--- src/rtl/conway_pkg.sv ---
// Shared definitions for the Conway generation scheduler: FSM state
// encoding, host register map, CTRL/STATUS bit positions and array geometry.
package conway_pkg;

  localparam int ROW_WORDS = 64;
  localparam int ADDR_W    = 16;
  localparam int WORD_W    = 20;

  typedef enum logic [2:0] {
    ST_IDLE      = 3'd0,
    ST_WAIT_VB   = 3'd1,
    ST_LAUNCH    = 3'd2,
    ST_COMPUTE   = 3'd3,
    ST_SWAP_WAIT = 3'd4
  } sched_state_t;

  localparam logic [2:0] REG_CTRL      = 3'd0;
  localparam logic [2:0] REG_STATUS    = 3'd1;
  localparam logic [2:0] REG_GEN_LIMIT = 3'd2;
  localparam logic [2:0] REG_GEN_COUNT = 3'd3;
  localparam logic [2:0] REG_FRAME_DIV = 3'd4;
  localparam logic [2:0] REG_SEED_ADDR = 3'd5;
  localparam logic [2:0] REG_SEED_DATA = 3'd6;

  localparam int CTRL_RUN    = 0;
  localparam int CTRL_STEP   = 1;
  localparam int CTRL_IRQ_EN = 2;

  localparam int STS_DISP      = 3;
  localparam int STS_SEED_ERR  = 4;
  localparam int STS_TIMEOUT   = 5;
  localparam int STS_LIMIT_HIT = 6;

  // A frame divider of zero behaves as one vblank per generation.
  function automatic logic [7:0] frame_div_eff(input logic [7:0] fd);
    return (fd == 8'd0) ? 8'd1 : fd;
  endfunction

endpackage

--- src/rtl/conway_sched_wdog.sv ---
// Compute watchdog: counts COMPUTE cycles since the last launch and flags
// expiry on the cycle whose increment would bring the counter to all-ones,
// i.e. 2^WDOG_W - 1 cycles after the launch cycle.
module conway_sched_wdog #(
  parameter int WDOG_W = 24
) (
  input  logic clk,
  input  logic reset,
  input  logic clear,
  input  logic count_en,
  output logic expire
);

  logic [WDOG_W-1:0] cnt;

  // Restart on every launch, advance only while the accelerator is busy.
  always_ff @(posedge clk or posedge reset) begin
    if (reset) begin
      cnt <= '0;
    end else if (clear) begin
      cnt <= '0;
    end else if (count_en) begin
      cnt <= cnt + 1'b1;
    end
  end

  assign expire = count_en && (cnt == {{(WDOG_W-1){1'b1}}, 1'b0});

endmodule

--- src/rtl/conway_gen_scheduler.sv ---
// Conway generation scheduler: owns the ping-pong bank roles, paces
// generations against vertical blank, and exposes the host register window.
// Optional compute watchdog enabled by defining CONWAY_SCHED_WDOG_EN.
module conway_gen_scheduler #(
  parameter int ADDR_W = conway_pkg::ADDR_W,
  parameter int WORD_W = conway_pkg::WORD_W,
  parameter int WDOG_W = 24
) (
  input  logic              clk,
  input  logic              reset,
  input  logic              chipselect,
  input  logic              write,
  input  logic              read,
  input  logic [2:0]        address,
  input  logic [31:0]       writedata,
  output logic [31:0]       readdata,
  output logic              irq,
  input  logic              vblank,
  output logic              accel_start,
  output logic              accel_src_sel,
  input  logic              accel_done,
  output logic              accel_clear,
  output logic              disp_sel,
  output logic              seed_wren,
  output logic              seed_sel,
  output logic [ADDR_W-1:0] seed_addr,
  output logic [WORD_W-1:0] seed_data
);

  import conway_pkg::*;

  sched_state_t      state;
  logic [7:0]        vb_cnt;
  logic              step_flag;
  logic [31:0]       gen_count;
  logic [31:0]       gen_count_inc;

  logic              run;
  logic              irq_en;
  logic              limit_hit;
  logic              seed_err;
  logic              timeout;
  logic [31:0]       gen_limit;
  logic [7:0]        frame_div;
  logic [ADDR_W-1:0] seed_ptr;

  logic bus_wr;
  logic wr_ctrl, wr_status, wr_gen_limit, wr_frame_div, wr_seed_addr, wr_seed_data;
  logic step_req;
  logic run_next;
  logic limit_fire;
  logic timeout_fire;
  logic wdog_expire;

  assign bus_wr       = chipselect & write;
  assign wr_ctrl      = bus_wr && (address == REG_CTRL);
  assign wr_status    = bus_wr && (address == REG_STATUS);
  assign wr_gen_limit = bus_wr && (address == REG_GEN_LIMIT);
  assign wr_frame_div = bus_wr && (address == REG_FRAME_DIV);
  assign wr_seed_addr = bus_wr && (address == REG_SEED_ADDR);
  assign wr_seed_data = bus_wr && (address == REG_SEED_DATA);
  assign step_req     = wr_ctrl && writedata[CTRL_STEP];

  assign gen_count_inc = gen_count + 32'd1;
  assign limit_fire    = (state == ST_SWAP_WAIT) && vblank && (gen_limit != 32'd0) &&
                         (gen_count_inc == gen_limit);
  // A completion in the same cycle as expiry wins: the generation is kept.
  assign timeout_fire  = (state == ST_COMPUTE) && !accel_done && wdog_expire;
  assign irq           = irq_en & (limit_hit | timeout);

  // RUN as it will be after this cycle, so a same-cycle CTRL write is honoured.
  always_comb begin
    // NOTE: give every always_comb output a default first so no path leaves it
    // unassigned; an unassigned path infers a latch.
    run_next = run;
    if (wr_ctrl) run_next = writedata[CTRL_RUN];
  end

`ifdef CONWAY_SCHED_WDOG_EN
  conway_sched_wdog #(
    .WDOG_W   (WDOG_W)
  ) u_wdog (
    .clk      (clk),
    .reset    (reset),
    .clear    (state == ST_LAUNCH),
    .count_en (state == ST_COMPUTE),
    .expire   (wdog_expire)
  );
  assign accel_clear = timeout_fire;
`else
  localparam int unused_wdog_w = WDOG_W;
  assign wdog_expire = 1'b0;
  assign accel_clear = 1'b0;
`endif

  // Generation sequencer: pace launches by vblank, swap banks only at vblank.
  always_ff @(posedge clk or posedge reset) begin
    if (reset) begin
      state         <= ST_IDLE;
      vb_cnt        <= 8'd0;
      step_flag     <= 1'b0;
      accel_start   <= 1'b0;
      accel_src_sel <= 1'b0;
      disp_sel      <= 1'b0;
      gen_count     <= 32'd0;
    end else begin
      // NOTE: sequential state uses non-blocking assignments so every branch
      // below reads the pre-edge value of state, vb_cnt and disp_sel.
      accel_start   <= 1'b0;
      accel_src_sel <= 1'b0;
      unique case (state)
        ST_IDLE: begin
          if (run_next || step_req) begin
            state     <= ST_WAIT_VB;
            vb_cnt    <= frame_div_eff(frame_div);
            step_flag <= step_req;
          end
        end
        ST_WAIT_VB: begin
          if (vb_cnt <= 8'd1) begin
            state         <= ST_LAUNCH;
            accel_start   <= 1'b1;
            accel_src_sel <= disp_sel;
          end else if (vblank) begin
            vb_cnt <= vb_cnt - 8'd1;
          end
        end
        ST_LAUNCH: begin
          state <= ST_COMPUTE;
        end
        ST_COMPUTE: begin
          // A vblank coincident with done is deliberately not used for the swap.
          if (accel_done) begin
            state <= ST_SWAP_WAIT;
          end else if (timeout_fire) begin
            state <= ST_IDLE;
          end
        end
        ST_SWAP_WAIT: begin
          if (vblank) begin
            disp_sel  <= ~disp_sel;
            gen_count <= gen_count_inc;
            vb_cnt    <= frame_div_eff(frame_div);
            if (limit_fire || step_flag || !run_next) begin
              state <= ST_IDLE;
            end else begin
              state <= ST_WAIT_VB;
            end
          end
        end
        default: state <= ST_IDLE;
      endcase
    end
  end

  // Host-writable registers, sticky status flags and the seed write port.
  always_ff @(posedge clk or posedge reset) begin
    if (reset) begin
      run       <= 1'b0;
      irq_en    <= 1'b0;
      limit_hit <= 1'b0;
      seed_err  <= 1'b0;
      timeout   <= 1'b0;
      gen_limit <= 32'd0;
      frame_div <= 8'd0;
      seed_ptr  <= '0;
      seed_wren <= 1'b0;
      seed_sel  <= 1'b0;
      seed_addr <= '0;
      seed_data <= '0;
    end else begin
      seed_wren <= 1'b0;

      if (wr_ctrl) begin
        run    <= writedata[CTRL_RUN];
        irq_en <= writedata[CTRL_IRQ_EN];
      end
      if (limit_fire || timeout_fire) run <= 1'b0;

      // Any STATUS write clears the sticky flags; a same-cycle event still sets.
      if (wr_status) begin
        seed_err  <= 1'b0;
        timeout   <= 1'b0;
        limit_hit <= 1'b0;
      end
      if (limit_fire)   limit_hit <= 1'b1;
      if (timeout_fire) timeout   <= 1'b1;

      if (wr_gen_limit) gen_limit <= writedata;
      if (wr_frame_div) frame_div <= writedata[7:0];
      if (wr_seed_addr) seed_ptr  <= writedata[ADDR_W-1:0];

      // Seeding is only safe while no generation can touch the displayed bank.
      if (wr_seed_data) begin
        if (state == ST_IDLE) begin
          seed_wren <= 1'b1;
          seed_sel  <= disp_sel;
          seed_addr <= seed_ptr;
          seed_data <= writedata[WORD_W-1:0];
          seed_ptr  <= seed_ptr + 1'b1;
        end else begin
          seed_err <= 1'b1;
        end
      end
    end
  end

  // Registered read port.
  always_ff @(posedge clk or posedge reset) begin
    if (reset) begin
      readdata <= 32'd0;
    end else if (chipselect && read) begin
      case (address)
        REG_CTRL:      readdata <= {29'd0, irq_en, 1'b0, run};
        REG_STATUS:    readdata <= {25'd0, limit_hit, timeout, seed_err, disp_sel, state};
        REG_GEN_LIMIT: readdata <= gen_limit;
        REG_GEN_COUNT: readdata <= gen_count;
        REG_FRAME_DIV: readdata <= {24'd0, frame_div};
        REG_SEED_ADDR: readdata <= 32'(seed_ptr);
        default:       readdata <= 32'd0;
      endcase
    end
  end

endmodule

--- config.mk ---
export PLATFORM = sky130hd
export DESIGN_NAME = conway_gen_scheduler
export DESIGN_NICKNAME = d
export VERILOG_FILES = /design/src/rtl/conway_pkg.sv /design/src/rtl/conway_sched_wdog.sv /design/src/rtl/conway_gen_scheduler.sv
export SDC_FILE = /design/constraint.sdc
export NUM_CORES = 1
export LEC_CHECK = 0
export CAP_MARGIN = 5
export CORE_MARGIN = 3
export CORE_UTILIZATION = 30
export DETAILED_ROUTE_END_ITERATION = 6
export GPL_ROUTABILITY_DRIVEN = 0
export PLACE_DENSITY = 0.5
export SLEW_MARGIN = 20
export SYNTH_ARGS = -nofsm -noshare
export SYNTH_HDL_FRONTEND = slang
export SYNTH_SLANG_ARGS = --single-unit
--- constraint.sdc ---
create_clock -name clk -period 16.44 [get_ports clk]
set_clock_uncertainty 0.2 [all_clocks]
set_input_delay 4.932 -clock clk [delete_from_list [all_inputs] [get_ports clk]]
set_output_delay 4.932 -clock clk [all_outputs]
set_load 0.1 [all_outputs]
==> flow_summary_export.csv, run 1 <==
group,metric,value,unit
outcome,status,"completed",
logic_synthesis,ys_seq_area_share,49.0,%
logic_synthesis,syn_avg_cell_area,9.66,um^2
clock_network,cts_resized,0,
grt,overflow,0,
cells_and_area,final_common_cell,"nand2_1",
clock_network,post_cts_buffers,0,
timing,fmax,131,MHz
setup_path,reg2reg_to,"state[0]$_DFFE_PP0P_",
power_and_ir_drop,p_per_area,158,nW/um^2
detailed_routing,avgViaCountPerCell,5.09,
setup_path,cp_data_arrival_time,7.80,ns
power_and_ir_drop,p_leak,4.72,nW
setup_path,rrSetupSlack,13.04,ns
detailed_routing,drt_iter0_drc,529,
setup_path,crit_required,16.59,ns
clock_network,clk_pin_slew,0.08,ns
worst_hold_path,hold_class,"flop to flop",
worst_hold_path,whs_endpoint,"readdata[1]$_DFFE_PP0P_",
placement,postPlaceCellArea,10500,um^2
clock_network,cts_root_buf,"clkbuf_16",
timing,worst_pin_slew,1.16,ns
detailed_routing,wl,26.4,mm
clock_network,cts_max_path_buffers,2,
grt,grt_max_degree,71,
detailed_routing,antenna_left,0,
logic_synthesis,yosys_warnings,0,
die,num_rows,62,
logic_synthesis,async_reset_ff_share,100,%
cells_and_area,fillers,2967,
timing,rsz0062_at_grt,"no",
timing,relSlewSlack,23.0,%
grt,grt_pass1_vias,7303,
cells_and_area,syn_to_final_growth,22.8,%
grt,track_usage,16.4,%
die,core,29200,um^2
run,max_cap_violations,0,
setup_path,worstSetupStartpointType,"primary input",
detailed_routing,first_pass_iters,5,
die,die_w,180,um
detailed_routing,route.detailed.drc,0,
setup_path,path_max_fanout,18,
timing,period_share,46.5,%
die,die_y,180,um
setup_path,end_kind,"flop",
logic_synthesis,netlist_instances,936,
placement,place_hpwl,18.8,mm
setup_path,path_class,"primary input to flop",
clock_network,cts_tree,"yes",
detailed_routing,dr_total_vias,7198,
cells_and_area,drive_above_1_share,9.52,%
setup_path,rr_startpoint,"gen_count[0]$_DFFE_PP0P_",
clock_network,cts.htree.levels,4,
timing,setup_viol,0,
placement,port-buffer-count,115,
cells_and_area,fin_area,11100,um^2
cells_and_area,ff_latch_area,4430,um^2
worst_hold_path,min_path_cells,2,
logic_synthesis,synth-edff-count,0,
timing,slew_viol_final,0,
grt,antenna_found_initial,0,
clock_network,ctsHoldBuffers,0,
logic_synthesis,ys_ff_latch,177,
grt,grt_pass1_wl,42.7,mm
cells_and_area,multiInputGateArea,4340,um^2
cells_and_area,final_nets,1062,
timing,whs,0.278,ns
logic_synthesis,ys.flop_type,"dfrtp_1",
timing,fin_crit,7.64,ns
power_and_ir_drop,finalPower,0.00176,W
die,ios,117,
clock_network,cts.sink_count,177,
die,die-area,32300,um^2
setup_path,reg2reg_depth,9,
timing,hold_viol_final,0,
logic_synthesis,post_synth_num_cell_types,65,
timing,fin_tns_setup,0,ns
cells_and_area,diodes,0,
logic_synthesis,syn-num-nets,982,
cells_and_area,final_cell_mix,"nand2_1 (180), dfrtp_1 (177), clkdlybuf4s50_1 (114), o21ai_0 (56), xnor2_1 (52)",
die,start_util,30.9,%
power_and_ir_drop,vdd_drop_max,0.0946,mV
detailed_routing,avgRoutedWirePerCell,18.7,um
clock_network,cts_made_buffers,17,
logic_synthesis,synthesis.area,9050,um^2
worst_hold_path,hold_start,"readdata[1]$_DFFE_PP0P_",
clock_network,clk_latency,0.44,ns
==> metal layers <==
layer / track usage, % / vias up / wire (um)
met5: 0 / - / 0
met4: 4.08 / 0 / 371
met3: 2.59 / 20 / 670
met2: 25.9 / 122 / 12300
met1: 23.5 / 3605 / 13100
li1: - / 3451 / -
==> logic make-up (layout without fill, tap and decap cells) <==
logic type                 count (synthesis)  after routing  synth area share [%]
xor gates and xnor gates                  79             79                  7.65
and+or+nand+nor                          371            371                  19.2
adders and majority gates                  4              4                 0.553
AOI/OAI and AO/OA                        155            155                  11.3
muxes                                     78             78                  9.23
DFF                                      177            177                  49.0
other                                      1              1                0.0415
buffers and inverters                     71            164                  3.10
==> through the flow <==
step	setup WS (ns)	util [%]	std cells
finish	8.80	38.0	1413
global route	8.58	38.0	1413
CTS	8.90	38.0	1413
detailed placement	8.44	35.9	1381
global placement	8.54	35.9	1381
floorplan	6.51	-	936
==> final cells by class <==
class,count,share of cell area (%)
clock buffers,17,3.83
clock inverters,15,1.72
inverters,10,0.383
multi-input cells,688,39.1
flip-flops and latches,177,39.9
well taps,384,4.33
repair buffers,122,10.8
==> worst max-delay path, stage by stage <==
cell and delay (ns):
clkdlybuf4s50_1 0.84, and3b_1 0.49, nor2b_1 0.83, nor2_1 0.28, inv_1 0.14, a21oi_1 0.07
a211oi_1 0.20
==> synth_stat cells (16+ instances only) <==
library cell,n,area [um^2]
nor2_1,50,188
mux2i_1,35,350
clkbuf_1,51,191
mux2_2,43,484
xor2_1,27,236
xnor2_1,52,455
a21oi_1,21,105
nand3_1,35,175
nand2_1,180,676
nor3_1,25,125
nor4_1,16,100
dfrtp_1,177,4430
o21ai_0,56,280
==> registers in the layout (all words and copies together) (netlist names), 3 cells and up <==
| register | cells |
|---|---|
| seed_addr | 16 |
| gen_limit | 32 |
| frame_div | 8 |
| readdata | 32 |
| seed_data | 20 |
| gen_count | 32 |
| seed_ptr | 16 |
| state | 3 |
| vb_cnt | 8 |
==> worst max path at each step <==
stage / startpoint / endpoint / slack, ns / cells past startpoint
2_1_floorplan: reset / accel_src_sel$_DFF_PP0_ / 6.51 / 1
6_report: address[2] / seed_ptr[7]$_DFF_PP0_ / 8.80 / 7
4_1_cts: address[2] / seed_ptr[7]$_DFF_PP0_ / 8.90 / 7
3_5_place_dp: address[2] / seed_ptr[7]$_DFF_PP0_ / 8.44 / 7
3_3_place_gp: address[2] / seed_ptr[7]$_DFF_PP0_ / 8.54 / 7
5_1_grt: address[2] / seed_ptr[7]$_DFF_PP0_ / 8.58 / 7
==> power by group <==
| part | switching [W] | total (W) | internal (W) | leakage (nW) |
|---|---|---|---|---|
| combinational | 0.000500 | 0.000697 | 0.000198 | 2.12 |
| sequential | 0.000105 | 0.000634 | 0.000529 | 2.31 |
| clock | 0.000205 | 0.000425 | 0.000220 | 0.291 |
Power figures use the tool's default switching activity.
==> inputs of run 2 (changes only) <==
PLACE_DENSITY = 0.51   (was 0.5)
clock period = 6.1 ns   (was 16.44 ns; I/O delays follow)
==> run 2 against run 1 <==
  * Total power grew to 2.7 times the previous value
  * Clock-buffer cell count grew 2
  * Utilization grew 0.19 points
  * Clock power grew to 2.8 times the previous value
  * Sequential power grew to 2.7 times the previous value
  * Global-route usage shrank 0.41 points
  * Sequential share of layout area shrank 0.20 points
  * Final cell count grew 0.28%
  * Wire length shrank 2.5%
==> flow_summary_export.csv, run 2 (same netlist as run 1, synthesis figures left out) <==
group,metric,value,unit
outcome,status,"completed",
clock_network,cts.sink_count,177,
detailed_routing,dr_total_vias,7108,
clock_network,cts_tree,"yes",
cells_and_area,final_nets,1066,
die,num_rows,62,
clock_network,cts_made_buffers,17,
grt,grt_pass1_wl,41.7,mm
detailed_routing,drt_iter0_drc,444,
die,core,29200,um^2
cells_and_area,largest_registers,"gen_count (32), gen_limit (32), readdata (32)",
cells_and_area,fin_area,11200,um^2
detailed_routing,avgRoutedWirePerCell,18.2,um
timing,slew_viol_final,0,
setup_path,worstSetupStartpointType,"primary input",
setup_path,rrSetupSlack,2.73,ns
power_and_ir_drop,vdd_drop_max,0.225,mV
detailed_routing,first_pass_iters,5,
timing,period_share,73.3,%
timing,fin_tns_setup,0,ns
timing,hold_viol_final,0,
die,die_y,180,um
die,die_w,180,um
setup_path,reg2reg_to,"state[0]$_DFFE_PP0P_",
timing,fin_crit,4.47,ns
power_and_ir_drop,p_per_area,426,nW/um^2
cells_and_area,final_cell_mix,"nand2_1 (180), dfrtp_1 (177), clkdlybuf4s50_1 (114), o21ai_0 (56), xnor2_1 (52)",
timing,relSlewSlack,25.7,%
cells_and_area,final_common_cell,"nand2_1",
detailed_routing,antenna_left,0,
worst_hold_path,hold_class,"flop to flop",
clock_network,post_cts_buffers,0,
run,max_cap_violations,0,
placement,postPlaceCellArea,10500,um^2
grt,grt_max_degree,80,
power_and_ir_drop,p_leak,4.76,nW
clock_network,cts_resized,0,
setup_path,path_class,"primary input to flop",
detailed_routing,avgViaCountPerCell,5.02,
cells_and_area,fillers,2944,
grt,track_usage,16.0,%
cells_and_area,drive_above_1_share,9.78,%
setup_path,reg2reg_depth,9,
timing,rsz0062_at_grt,"no",
grt,antenna_found_initial,0,
placement,place_hpwl,18.6,mm
die,start_util,30.9,%
setup_path,critPathLaunch,"address[2]",
worst_hold_path,whs_endpoint,"seed_data[1]$_DFFE_PP0P_",
timing,fmax,224,MHz
clock_network,clk_latency,0.43,ns
timing,worst_slack,1.63,ns
placement,post-place-ws,1.14,ns
clock_network,clk_pin_slew,0.07,ns
setup_path,path_max_fanout,20,
die,ios,117,
cells_and_area,syn_to_final_growth,23.4,%
grt,grt_pass1_vias,7231,
detailed_routing,route.detailed.drc,0,
setup_path,end_kind,"flop",
worst_hold_path,hold_start,"seed_data[1]$_DFFE_PP0P_",
grt,overflow,0,
setup_path,crit_required,6.21,ns
cells_and_area,diodes,0,
clock_network,cts_root_buf,"clkbuf_16",
clock_network,cts_max_path_buffers,2,
detailed_routing,wl,25.8,mm
timing,setup_viol,0,
worst_hold_path,min_path_cells,2,
clock_network,ctsHoldBuffers,0,
setup_path,cp_data_arrival_time,4.58,ns
placement,port-buffer-count,115,
setup_path,rr_startpoint,"gen_count[0]$_DFFE_PP0P_",
die,die-area,32300,um^2
clock_network,cts.htree.levels,4,
timing,worst_pin_slew,1.11,ns
## run 2: changes by cell type in the layout (fill, tap and decap cells not counted), sizes merged
cell,previous run,this run
buf,8,12
bufinv,1,3
clkbuf,17,19
clkinvlp,3,1
inv,16,14
## run 2: how the worst max path moves through the flow
stage                                      to
floorplan             accel_src_sel$_DFF_PP0_
global placement    gen_limit[17]$_DFFE_PP0P_
detailed placement   gen_limit[5]$_DFFE_PP0P_
CTS                  gen_limit[5]$_DFFE_PP0P_
global route        gen_limit[12]$_DFFE_PP0P_
finish               gen_limit[8]$_DFFE_PP0P_
## run 2: per-stage QoR
step / power (W) / utilization (%) / std cells / hold WS (ns)
global placement: 0.00360 / 36.1 / 1385 / 0.259
detailed placement: 0.00361 / 36.1 / 1385 / 0.261
floorplan: 0.00310 / - / 936 / 0.260
global route: 0.00499 / 38.2 / 1417 / 0.303
finish: 0.00475 / 38.2 / 1417 / 0.277
CTS: 0.00480 / 38.2 / 1417 / 0.284
## run 2: layout make-up
cell class | instances | area (um^2) | area share (%)
clock buffer | 19 | 443 | 3.97
clock inverter | 13 | 175 | 1.57
tap | 384 | 480 | 4.30
inverter | 10 | 41.3 | 0.370
multi-input combinational | 688 | 4340 | 38.9
sequential | 177 | 4430 | 39.7
timing repair buffer | 126 | 1250 | 11.2
## run 2: power breakdown
part / internal (W) / leakage (nW) / switching (W)
sequential: 0.00143 / 2.31 / 0.000277
combinational: 0.000536 / 2.14 / 0.00134
clock: 0.000667 / 0.306 / 0.000502
## run 2: critical path, cell delays in order
cell and delay, ns:
clkdlybuf4s50_1 0.72, nand2b_1 0.53, nor2_2 0.72, buf_4 0.41
mux2_2 0.37
## run 2: layer usage
layer	share of wire [%]	global-route usage (%)	wire, um	vias to the layer above
met5	0	0	0	-
met4	0.73	3.43	187	0
met3	3.8	2.95	974	14
met2	46	25.6	12000	162
met1	49	22.6	12600	3481
li1	-	-	-	3451
